===== config.mk =====
export PLATFORM = sky130hd
export DESIGN_NAME = rv_lsu
export DESIGN_NICKNAME = d
export VERILOG_FILES = /design/src/rtl/rv_lsu.sv
export SDC_FILE = /design/constraint.sdc
export NUM_CORES = 1
export LEC_CHECK = 0
export ABC_AREA = 1
export BUFFER_PORTS_ARGS = -buffer_cell sky130_fd_sc_hd__buf_2
export CAP_MARGIN = 20
export CORE_MARGIN = 5
export CORE_UTILIZATION = 30
export CTS_BUF_LIST = sky130_fd_sc_hd__clkbuf_8
export DETAILED_ROUTE_END_ITERATION = 8
export PLACE_DENSITY_LB_ADDON = 0.1
export SLEW_MARGIN = 25
export SYNTH_ARGS = -nofsm -noshare
export SYNTH_HDL_FRONTEND = slang
export SYNTH_SLANG_ARGS = --single-unit

===== constraint.sdc =====
create_clock -name clk -period 3.9 [get_ports clk]
set_clock_uncertainty 0.05 [all_clocks]
set_input_delay 0 -clock clk [delete_from_list [all_inputs] [get_ports clk]]
set_output_delay 0 -clock clk [all_outputs]
set_load 0.02 [all_outputs]

===== src/rtl/rv_lsu.sv =====
// rv_lsu: load/store unit driving the data port of the shared I/D RAM.
// Accepts one request at a time and returns exactly one response per request.
// Loads extract and extend byte/halfword lanes. Sub-word stores do a
// read-modify-write. Misaligned or invalid-size requests are answered with an
// error and never touch memory.
//
// Ports:
//   clk, rst        clock, asynchronous active-high reset
//   req_valid       request present
//   req_ready       idle and able to accept a request
//   req_we          1 = store, 0 = load
//   req_size        0 = byte, 1 = halfword, 2 = word, 3 = invalid
//   req_unsigned    load zero-extend (1) or sign-extend (0)
//   req_addr        byte address
//   req_wdata       store data (low byte/halfword for sub-word stores)
//   req_tag         opaque tag, echoed on rsp_tag
//   rsp_valid       one-cycle response pulse
//   rsp_data        load result, 0 for stores and errors
//   rsp_err         misaligned address or invalid size
//   rsp_tag         tag of the completed request
//   mem_en, mem_we  memory enable / write enable
//   mem_addr        word index {2'b0, addr[31:2]}
//   mem_din         memory write data
//   mem_dout        memory read data, valid the cycle after an enabled read
module rv_lsu #(
    parameter int unsigned DATA_WIDTH = 32,
    parameter int unsigned TAG_WIDTH  = 2
) (
    input  logic                  clk,
    input  logic                  rst,
    input  logic                  req_valid,
    output logic                  req_ready,
    input  logic                  req_we,
    input  logic [1:0]            req_size,
    input  logic                  req_unsigned,
    input  logic [DATA_WIDTH-1:0] req_addr,
    input  logic [DATA_WIDTH-1:0] req_wdata,
    input  logic [TAG_WIDTH-1:0]  req_tag,
    output logic                  rsp_valid,
    output logic [DATA_WIDTH-1:0] rsp_data,
    output logic                  rsp_err,
    output logic [TAG_WIDTH-1:0]  rsp_tag,
    output logic                  mem_en,
    output logic                  mem_we,
    output logic [DATA_WIDTH-1:0] mem_addr,
    output logic [DATA_WIDTH-1:0] mem_din,
    input  logic [DATA_WIDTH-1:0] mem_dout
);

    localparam logic [1:0] SZ_BYTE = 2'd0;
    localparam logic [1:0] SZ_HALF = 2'd1;
    localparam logic [1:0] SZ_WORD = 2'd2;
    localparam logic [1:0] SZ_BAD  = 2'd3;

    typedef enum logic [2:0] {
        ST_IDLE,
        ST_ISSUE,
        ST_DATA,
        ST_MERGE,
        ST_RESP,
        ST_ERR
    } state_t;

    state_t state, state_n;

    // Latched request fields
    logic                  we_q;
    logic [1:0]            size_q;
    logic                  uns_q;
    logic [1:0]            lane_q;
    logic [DATA_WIDTH-1:0] wdata_q;

    // Next values of the registered outputs
    logic                  rsp_valid_n;
    logic                  rsp_err_n;
    logic [DATA_WIDTH-1:0] rsp_data_n;
    logic                  mem_en_n;
    logic                  mem_we_n;
    logic [DATA_WIDTH-1:0] mem_addr_n;
    logic [DATA_WIDTH-1:0] mem_din_n;
    logic                  accept;

    logic                  req_bad;
    logic [4:0]            lane_sh;
    logic [DATA_WIDTH-1:0] shifted;
    logic [DATA_WIDTH-1:0] load_ext;
    logic [DATA_WIDTH-1:0] lane_mask;
    logic [DATA_WIDTH-1:0] merged;

    assign req_ready = (state == ST_IDLE) && !rst;

    // Alignment / size check on the incoming request
    always_comb begin
        req_bad = 1'b0;
        case (req_size)
            SZ_HALF: req_bad = req_addr[0];
            SZ_WORD: req_bad = (req_addr[1:0] != 2'b00);
            SZ_BAD:  req_bad = 1'b1;
            default: req_bad = 1'b0;
        endcase
    end

    // Lane extraction for loads and lane merge for sub-word stores.
    // Aligned halfwords have lane_q[0] = 0, so one shift serves all sizes.
    always_comb begin
        lane_sh   = {lane_q, 3'b000};
        shifted   = mem_dout >> lane_sh;
        load_ext  = shifted;
        case (size_q)
            SZ_BYTE: load_ext = uns_q ? DATA_WIDTH'(shifted[7:0])
                                      : {{24{shifted[7]}}, shifted[7:0]};
            SZ_HALF: load_ext = uns_q ? DATA_WIDTH'(shifted[15:0])
                                      : {{16{shifted[15]}}, shifted[15:0]};
            default: load_ext = shifted;
        endcase
        lane_mask = ((size_q == SZ_BYTE) ? 32'h0000_00FF : 32'h0000_FFFF) << lane_sh;
        merged    = (mem_dout & ~lane_mask) | ((wdata_q << lane_sh) & lane_mask);
    end

    // Next-state and next-output logic
    always_comb begin
        state_n     = state;
        rsp_valid_n = 1'b0;
        rsp_err_n   = 1'b0;
        rsp_data_n  = '0;
        mem_en_n    = 1'b0;
        mem_we_n    = 1'b0;
        mem_addr_n  = mem_addr;
        mem_din_n   = mem_din;
        accept      = 1'b0;
        case (state)
            ST_IDLE: begin
                if (req_valid) begin
                    accept = 1'b1;
                    if (req_bad) begin
                        state_n     = ST_ERR;
                        rsp_valid_n = 1'b1;
                        rsp_err_n   = 1'b1;
                    end else begin
                        state_n    = ST_ISSUE;
                        mem_en_n   = 1'b1;
                        mem_addr_n = {2'b00, req_addr[DATA_WIDTH-1:2]};
                        if (req_we && (req_size == SZ_WORD)) begin
                            mem_we_n  = 1'b1;
                            mem_din_n = req_wdata;
                        end
                    end
                end
            end
            ST_ISSUE: begin
                if (we_q && (size_q == SZ_WORD)) begin
                    state_n     = ST_RESP;
                    rsp_valid_n = 1'b1;
                end else begin
                    state_n = ST_DATA;
                end
            end
            ST_DATA: begin
                if (!we_q) begin
                    state_n     = ST_RESP;
                    rsp_valid_n = 1'b1;
                    rsp_data_n  = load_ext;
                end else begin
                    state_n   = ST_MERGE;
                    mem_en_n  = 1'b1;
                    mem_we_n  = 1'b1;
                    mem_din_n = merged;
                end
            end
            ST_MERGE: begin
                state_n     = ST_RESP;
                rsp_valid_n = 1'b1;
            end
            ST_RESP: state_n = ST_IDLE;
            ST_ERR:  state_n = ST_IDLE;
            default: state_n = ST_IDLE;
        endcase
    end

    // State register
    always_ff @(posedge clk or posedge rst) begin
        if (rst) state <= ST_IDLE;
        else     state <= state_n;
    end

    // Output registers and request latch
    always_ff @(posedge clk or posedge rst) begin
        if (rst) begin
            rsp_valid <= 1'b0;
            rsp_err   <= 1'b0;
            rsp_data  <= '0;
            rsp_tag   <= '0;
            mem_en    <= 1'b0;
            mem_we    <= 1'b0;
            mem_addr  <= '0;
            mem_din   <= '0;
            we_q      <= 1'b0;
            size_q    <= 2'b00;
            uns_q     <= 1'b0;
            lane_q    <= 2'b00;
            wdata_q   <= '0;
        end else begin
            rsp_valid <= rsp_valid_n;
            rsp_err   <= rsp_err_n;
            rsp_data  <= rsp_data_n;
            mem_en    <= mem_en_n;
            mem_we    <= mem_we_n;
            mem_addr  <= mem_addr_n;
            mem_din   <= mem_din_n;
            if (accept) begin
                we_q    <= req_we;
                size_q  <= req_size;
                uns_q   <= req_unsigned;
                lane_q  <= req_addr[1:0];
                wdata_q <= req_wdata;
                rsp_tag <= req_tag;
            end
        end
    end

endmodule


==> impl_results.md, run 1 <==
- Area delta synth->final: 39.5%
- Yosys top cell by area: dfrtp_1
- DIE AREA: 25300 um2
- Sequential share of power: 0.328
- Die Wd: 159 um
- Pin count of the biggest net entering global routing: 77
- Critical path data arrival time: 2740 ps
- Clock power frac: 0.192
- Clk sink count: 133
- Gr usage total: 0.191
- CTS tree: done
- Count of cell types in the netlist: 28
- TNS Setup: 0 ps
- Comb pwr share: 0.480
- CTS buffer count: 17
- Vias: 6620
- Max Slew Vio Count: 0
- Placed instance area: 7850 um2
- Post-CTS Setup Bufs: 0
- Layout cells sized above 1: 0.250
- Synth top area share: 0.500
- Hold path endpoint: rsp_data[12]
- Switching pwr: 3.11 mW
- Placer Congestion: 0.841
- Starting density of the core: 0.305
- Worst r2r path cells: 8
- Post-DP HPWL: 17500 um
- Worst Max-Slew Pin Slew: 841 ps
- FP Rows: 54
- Pleak: 5.03 nW
- Routed wire length: 24200 um
- Slew headroom: 0.440
- Min-Delay Startpoint: mem_dout[20]
- Outcome: complete, no violations
- Hold Buf Count CTS: 100
- Max Fanout on Critical Path: 41
- PD cells: 735 nW/um2
- Initial antenna violation count: 0
- Core area: 21800 um2
- DRT antenna net count: 0
- Resized cells post-CTS: 0
- Max cap viols: 0
- R2r setup slk: 1510 ps
- Ports: 208
- Total Power: 6.83 mW
- ANT cells: 0
- # fillers: 2290
- Reg2Reg Capture Point: mem_din[16]
- Drt first pass iters: 5
- RR Startpoint: state[0]
- Commonest cells after routing, fill and taps aside: nand2_1, buf_2, nand3_1
- Proportion of synthesized chip area in sequential cells: 0.500
- Peak supply drop: 235 uV
- Vias in the first global route: 6763
- Post-layout net count: 1238
- Clock Path Buffers: 2
- Wire per inst: 17.0 um
- Critical Path RT: 4250 ps
- Setup slack at placement: 1470 ps
- Hold_ws: 26.9 ps
- Gate Count Post-Synth: 852
- Syn Std Cell Area: 6660 um2
- Clock root buffer master: clkbuf_8
- Critical Path Source Type: flop
- DRT iter0 DRCs: 505
- Final setup vio count: 0
- Yosys reg bits: 133
- Top cells by area, synth: dfrtp_1, nand2_1, nand3_1, o21ai_0, nor2_1
- Htree depth: 4
- Max Freq: 418 MHz
- PortBufs: 205
- Setup crit end kind: flop
- PnR worst setup slack: 1510 ps
- Commonest non-fill, non-tap cell in the layout: nand2_1
- Avg Inst Size Synth: 7.82 um2
- CTS clk-pin slew, worst paths: 80 ps
- Ratio of final minimum period to clock period: 0.614
- Worst skew pair latency: 450 ps
- First-pass GRT wire length: 38600 um
- Sw Ratio: 0.456
- DR vias/cell: 4.64
- Drc violations: 0
- Crit path kind: flop to flop
- Die Y: 159 um
- Hold Path Depth: 5
- Final hold vios: 0
- Congestion Overflow GR: 0
- Yosys warnings: 0
- Minimum clock period: 2390 ps
- Hold Crit Class: primary input to flop
- RSZ-0062 raised after global routing: false
- Internal: 3.71 mW
- Post-route cell area: 9290 um2
==> worst max-delay path: stages (launching register included) <==
cell and delay (ps):
dfrtp_1 420, nor2_4 170, nand2_2 50, buf_4 260, inv_2 390, nand2_2 330, nand2_4 410, nand3_1 140
nand2_1 90
==> final cells by class <==
type                    count  area (um2)  area share
repair buffers            316        2110       0.227
clock inverters            13         181      0.0195
flip-flops and latches    133        3330       0.358
clock buffers              19         262      0.0281
multi-input cells         607        2840       0.305
well taps                 280         350      0.0377
inverters                  58         223      0.0240
==> cells by family after synthesis <==
logic type | synth area share
simple gates | 0.317
flops | 0.500
buf+inv | 0.0755
compound gates | 0.0766
mux | 0.0304
other cells | 0.000563
==> cell usage after synthesis <==
master    count
o22ai_1       7
a21oi_1      24
dfrtp_1     133
nand2_4       2
nor2_2        1
clkinv_1      1
nand2_2       7
inv_2         3
nand3_1     136
nand2_1     259
o211ai_1      7
nor2_1       71
inv_1        54
buf_6         3
or2_2         1
nor2_4        3
clkbuf_1     17
conb_1        1
mux2_2       18
nand4_1       1
o21ai_0      56
buf_4         5
a31oi_1       1
nand3b_4      1
o31ai_1       1
nand3_2       2
buf_2        30
nor3_1        7
==> worst max path at each step <==
| stage | start | slack (ps) | to |
|---|---|---|---|
| final | state[0] | 1510 | mem_din[16] |
| after global routing | state[0] | 1290 | mem_din[16] |
| after CTS | state[0] | 1460 | mem_din[16] |
| after detailed placement | state[0] | 1470 | mem_din[16] |
| after global placement | state[0] | 1560 | mem_din[16] |
| after floorplan | rst | 300 | lane_q[0] |
==> power groups by stage <==
stage                     clock (mW)  combinational [mW]  sequential [mW]
after floorplan                    0                1.83             2.63
after global placement             0                3.19             2.28
after detailed placement           0                3.22             2.27
after CTS                       1.35                3.31             2.24
after global routing            1.41                3.66             2.30
final                           1.31                3.28             2.24
==> stage by stage <==
stage	util	std cells
finish	0.426	1426
global route	0.426	1426
CTS	0.426	1426
floorplan	-	853
global placement	0.359	1294
detailed placement	0.360	1294
==> sequential cells by signal, summed over array words and instances, names as in the netlist <==
register,flops
rsp_err,1
rsp_valid,1
mem_we,1
lane_q,2
wdata_q,24
mem_en,1
size_q,2
rsp_tag,2
rsp_data,32
mem_din,32
uns_q,1
state,3
mem_addr,30
we_q,1
==> metal layers <==
| metal | vias to the layer above | share of wire | track usage |
|---|---|---|---|
| li1 | 3324 | - | - |
| met1 | 3061 | 0.48 | 0.275 |
| met2 | 210 | 0.45 | 0.293 |
| met3 | 25 | 0.057 | 0.0378 |
| met4 | 0 | 0.016 | 0.0539 |
| met5 | - | 0 | 0 |
No activity file was read; power rests on OpenSTA's default activity.
==> run 2, diff against run 1 <==
==> constraint.sdc (replaced) <==
create_clock -name clk -period 2.25 [get_ports clk]
set_clock_uncertainty 0.05 [all_clocks]
set_input_delay 0 -clock clk [delete_from_list [all_inputs] [get_ports clk]]
set_output_delay 0 -clock clk [all_outputs]
set_load 0.02 [all_outputs]
==> run 2 against run 1 <==
Against the previous run:
- power rose by 75%
- sequential share of layout area fell by 0.51 points
- fmax rose by 16%
- core utilization rose by 0.63 points
- count of clock-buffer cells in the layout rose by 1
- largest cell class unchanged
==> impl_results.md, run 2 (same netlist as run 1, synthesis figures left out) <==
- Outcome: complete, no violations
- DRT iter0 DRCs: 447
- Sequential cell area: 3330 um2
- Total Power: 12.0 mW
- Ratio of final minimum period to clock period: 0.921
- DRT antenna net count: 0
- Worst Max-Slew Pin Slew: 520 ps
- # fillers: 2265
- Congestion Overflow GR: 0
- CTS tree: done
- Crit path kind: flop to flop
- Setup crit end kind: flop
- Largest registers: mem_din x32, rsp_data x32, mem_addr x30
- FP Rows: 54
- Clk sink count: 133
- Die Y: 159 um
- Pleak: 5.09 nW
- Hold path endpoint: mem_din[22]
- ANT cells: 0
- Worst skew pair latency: 450 ps
- Drc violations: 0
- Drt first pass iters: 5
- Max Slew Vio Count: 0
- Worst r2r path cells: 9
- DIE AREA: 25300 um2
- Reg2Reg Capture Point: mem_din[26]
- Final hold vios: 0
- Max Freq: 483 MHz
- Layout cells sized above 1: 0.262
- R2r setup slk: 180 ps
- Routed wire length: 24300 um
- Placed Cells: 1309
- Htree depth: 4
- Finished Layout Cells: 1441
- Commonest non-fill, non-tap cell in the layout: nand2_1
- Vias: 6730
- Hold_ws: 34.7 ps
- Max cap viols: 0
- Min-Delay Startpoint: mem_dout[22]
- PD cells: 1270 nW/um2
- Starting density of the core: 0.305
- Ports: 208
- Peak supply drop: 498 uV
- Hold Path Depth: 7
- Critical Path RT: 2550 ps
- Hold Crit Class: primary input to flop
- Post-CTS Setup Bufs: 0
- First-pass GRT wire length: 39400 um
- Minimum clock period: 2070 ps
- Clock Path Buffers: 2
- DR vias/cell: 4.67
- Core area: 21800 um2
- Pin count of the biggest net entering global routing: 73
- Critical path data arrival time: 2370 ps
- Gr usage total: 0.194
- Initial antenna violation count: 0
- Post-DP HPWL: 18000 um
- Die Wd: 159 um
- Wire per inst: 16.9 um
- Max Fanout on Critical Path: 25
- Slew headroom: 0.653
- Post-layout net count: 1253
- TNS Setup: 0 ps
- PortBufs: 205
- RSZ-0062 raised after global routing: false
- Placer Congestion: 0.877
- Worst setup path start: lane_q[0]
- Vias in the first global route: 6809
- CTS clk-pin slew, worst paths: 90 ps
- Area of the multi-input gates: 2840 um2
- CTS buffer count: 17
- Area delta synth->final: 41.5%
- Utilization after layout: 0.432
- Clock root buffer master: clkbuf_8
- RR Startpoint: lane_q[0]
- Critical Path Source Type: flop
- Final setup vio count: 0
- Commonest cells after routing, fill and taps aside: nand2_1, buf_2, nand3_1
## run 2: changes by cell type in the layout (fill, tap and decap cells not counted), moves of 2 or more
cell	change
buf_4	+12
clkinvlp_4	+4
buf_12	+3
clkinv_4	-2
## run 2: how the worst max path moves through the flow
stage | end | slack, ps | cells past startpoint
5_1_grt | mem_din[26] | 40 | 9
2_1_floorplan | lane_q[0] | 550 | 1
3_3_place_gp | rsp_tag[0] | 520 | 5
3_5_place_dp | rsp_tag[0] | 490 | 5
6_report | mem_din[26] | 180 | 9
4_1_cts | mem_din[26] | 110 | 9
## run 2: area by class of cell
| cell class | count | share of cell area |
|---|---|---|
| Clock buffer | 20 | 0.0292 |
| Clock inverter | 12 | 0.0162 |
| Inverter | 58 | 0.0238 |
| Multi-Input combinational cell | 607 | 0.301 |
| Sequential cell | 133 | 0.353 |
| Tap cell | 280 | 0.0372 |
| Timing Repair Buffer | 331 | 0.240 |
## run 2: routing by layer
metal  GRT usage  part of all wire  routed length, um  up-vias
met4      0.0388            0.0086                208        0
met2       0.303              0.46              11200      208
met1       0.277              0.48              11600     3159
met5           0                 0                  0        -
li1            -                 -                  -     3347
met3      0.0450             0.051               1230       16
## run 2: worst max-delay path, cell delays in order, from the launching register on
cell           delay [ps]
dfrtp_1               490
buf_4                 300
nand2_1                80
o21ai_1               120
nand3_1               130
nand3_1               100
nand2_1                50
dlygate4sd3_1         550
nand2_1                60
nand2_1                50
## run 2: stage by stage
| step | worst slack, ps | area, um2 |
|---|---|---|
| after CTS | 110 | 9420 |
| after global routing | 44.0 | 9430 |
| after detailed placement | 488 | 7990 |
| after floorplan | 549 | 6670 |
| final | 178 | 9430 |
| after global placement | 522 | 7990 |
## run 2: power breakdown
group	total, mW	switching, mW	internal, mW
clock	2.19	1.00	1.18
sequential	3.88	0.569	3.31
combinational	5.89	3.87	2.02
total	12.0	5.45	6.51
## run 2: what timing repair did
action	4_1_cts	5_1_grt
setup endpoints to repair	0	1
hold buffers	100	0
resized for setup	0	5
hold endpoints to repair	187	0
==> run 3, diff against run 2 <==
--- a/config.mk
+++ b/config.mk
@@ -5,7 +5,7 @@
 export SDC_FILE = /design/constraint.sdc
 export NUM_CORES = 1
 export LEC_CHECK = 0
-export ABC_AREA = 1
+export ABC_AREA = 0
 export BUFFER_PORTS_ARGS = -buffer_cell sky130_fd_sc_hd__buf_2
 export CAP_MARGIN = 20
 export CORE_MARGIN = 5
==> run 3 against run 2 <==
Against the previous run:
- worst hold slack lost 9.6 ps
- routed wire length shrank 13%
- global-route usage shrank 0.72 points
- final area shrank 7.2%
- first-iteration DRC count shrank 13%
- synthesized cell count shrank 37%
- setup slack lost 51 ps
- non-clock buffer count shrank 1
- via count shrank 20%
- sequential cell count shrank 8
- register-to-register slack lost 50 ps
- critical path depth shrank 4
==> impl_results.md, run 3 <==
- CTS clk-pin slew, worst paths: 70 ps
- Ratio of final minimum period to clock period: 0.943
- Post-DP HPWL: 15600 um
- Routed wire length: 21200 um
- Layout cells sized above 1: 0.393
- Drt first pass iters: 5
- Vias: 5403
- Die Y: 151 um
- CTS buffer count: 17
- Max Fanout on Critical Path: 23
- Hold Path Depth: 4
- Wire per inst: 19.0 um
- Peak supply drop: 566 uV
- Top cells by area, synth: dfrtp_1, mux2_2, mux2i_1, a31oi_1, nand2_1
- RSZ-0062 raised after global routing: false
- Hold path endpoint: mem_din[0]
- Worst skew pair latency: 450 ps
- Final setup vio count: 0
- Post-layout net count: 942
- Commonest non-fill, non-tap cell in the layout: buf_2
- Max cap viols: 0
- CTS tree: done
- Placed instance area: 7330 um2
- Setup crit end kind: flop
- Critical Path Source Type: flop
- Vias in the first global route: 5549
- DR vias/cell: 4.85
- TNS Setup: 0 ps
- FP Rows: 51
- DRT antenna net count: 0
- Clock Path Buffers: 2
- Drc violations: 0
- Htree depth: 4
- Ports: 208
- First-pass GRT wire length: 32200 um
- Slew headroom: 0.411
- DRT iter0 DRCs: 388
- Minimum clock period: 2120 ps
- PD cells: 1270 nW/um2
- Worst Max-Slew Pin Slew: 882 ps
- Proportion of synthesized chip area in sequential cells: 0.525
- # fillers: 1912
- Syn Std Cell Area: 5960 um2
- Avg Inst Size Synth: 11.2 um2
- R2r setup slk: 130 ps
- PortBufs: 205
- Largest registers: mem_din x32, rsp_data x32, mem_addr x30
- Crit path kind: flop to flop
- Gr usage total: 0.186
- Initial antenna violation count: 0
- Area delta synth->final: 46.8%
- RR Startpoint: state[1]
- Gate Count Post-Synth: 534
- Commonest cells after routing, fill and taps aside: buf_2, dfrtp_1, dlygate4sd3_1
- ANT cells: 0
- EDFF count, synth: 0
- Ys flop type: dfrtp_1
- DIE AREA: 22800 um2
- Pin count of the biggest net entering global routing: 46
- Max Freq: 471 MHz
- Post-synth top cells: dfrtp_1, mux2_2, nand2_1
- Count of cell types in the netlist: 41
- Starting density of the core: 0.305
- Reg2Reg Capture Point: rsp_data[19]
- Synth top area share: 0.525
- Pleak: 4.13 nW
- Worst r2r path cells: 5
- Clock root buffer master: clkbuf_8
- Yosys top cell by area: dfrtp_1
- Placer Congestion: 0.838
- Post-CTS Setup Bufs: 0
- Clk sink count: 125
- Core area: 19500 um2
- Critical path data arrival time: 2400 ps
- Max Slew Vio Count: 0
- Die Wd: 151 um
- Outcome: complete, no violations
- Congestion Overflow GR: 0
- Yosys warnings: 0
- Hold Crit Class: primary input to flop
- Critical Path RT: 2530 ps
- Yosys reg bits: 125
- Post-route cell area: 8750 um2
- Final hold vios: 0
- Ys async rst share: 1.00
- Top-count cell post-synth: dfrtp_1
- Min-Delay Startpoint: mem_dout[0]
## run 3: per-layer routing
| layer | vias up | GRT usage | routed length, um |
|---|---|---|---|
| li1 | 2540 | - | - |
| met1 | 2626 | 0.250 | 9140 |
| met2 | 205 | 0.303 | 10300 |
| met3 | 32 | 0.0452 | 1370 |
| met4 | 0 | 0.0499 | 370 |
| met5 | - | 0 | 0 |
## run 3: layout make-up
type	instances	area [um2]	share of cell area
Clock buffer	22	303	0.0346
Clock inverter	9	93.8	0.0107
Inverter	4	18.8	0.00215
Multi-Input combinational cell	359	2600	0.298
Sequential cell	125	3130	0.358
Tap cell	265	332	0.0379
Timing Repair Buffer	330	2270	0.259
## run 3: logic make-up (layout without fill, tap and decap cells)
group | count (synthesis) | after routing | share of synthesized area
other | 1 | 2 | 0.000629
buffers and inverters | 51 | 365 | 0.0414
muxes | 96 | 96 | 0.174
DFF | 125 | 125 | 0.525
and+or+nand+nor | 122 | 122 | 0.109
AOI/OAI and AO/OA | 139 | 139 | 0.150
## run 3: where the power goes
group          internal, mW  switching [mW]
logic                  2.18            3.09
clock network          1.11           0.878
registers              3.14           0.672
## run 3: worst max-delay path: stages, from the launching register on
cell and delay (ps):
dfrtp_1 350, buf_4 240, or4b_4 510, or3_1 320, a211o_2 400, o21ai_0 150
## run 3: stage by stage
stage	hold slack, ps	worst slack, ps	total power [mW]	util	instances
floorplan	29.4	88.4	7.16	-	535
global placement	179	181	8.93	0.375	981
detailed placement	186	77.2	9.00	0.375	981
CTS	10.4	67.9	11.2	0.448	1114
global route	22.9	14.2	11.8	0.448	1114
finish	25.1	128	11.1	0.448	1114
## run 3: how the worst max path moves through the flow
stage	start	endpoint
2_1_floorplan	state[1]	mem_din[0]
3_3_place_gp	state[1]	rsp_data[16]
3_5_place_dp	state[1]	rsp_data[19]
4_1_cts	state[1]	rsp_data[19]
5_1_grt	state[1]	mem_din[12]
6_report	state[1]	rsp_data[19]
## run 3: what timing repair did
| item | CTS | global route |
|---|---|---|
| endpoints found under the hold margin | 147 | 0 |
| gates resized for setup | 0 | 2 |
| endpoints found under the setup margin | 0 | 4 |
| hold buffers | 102 | 0 |
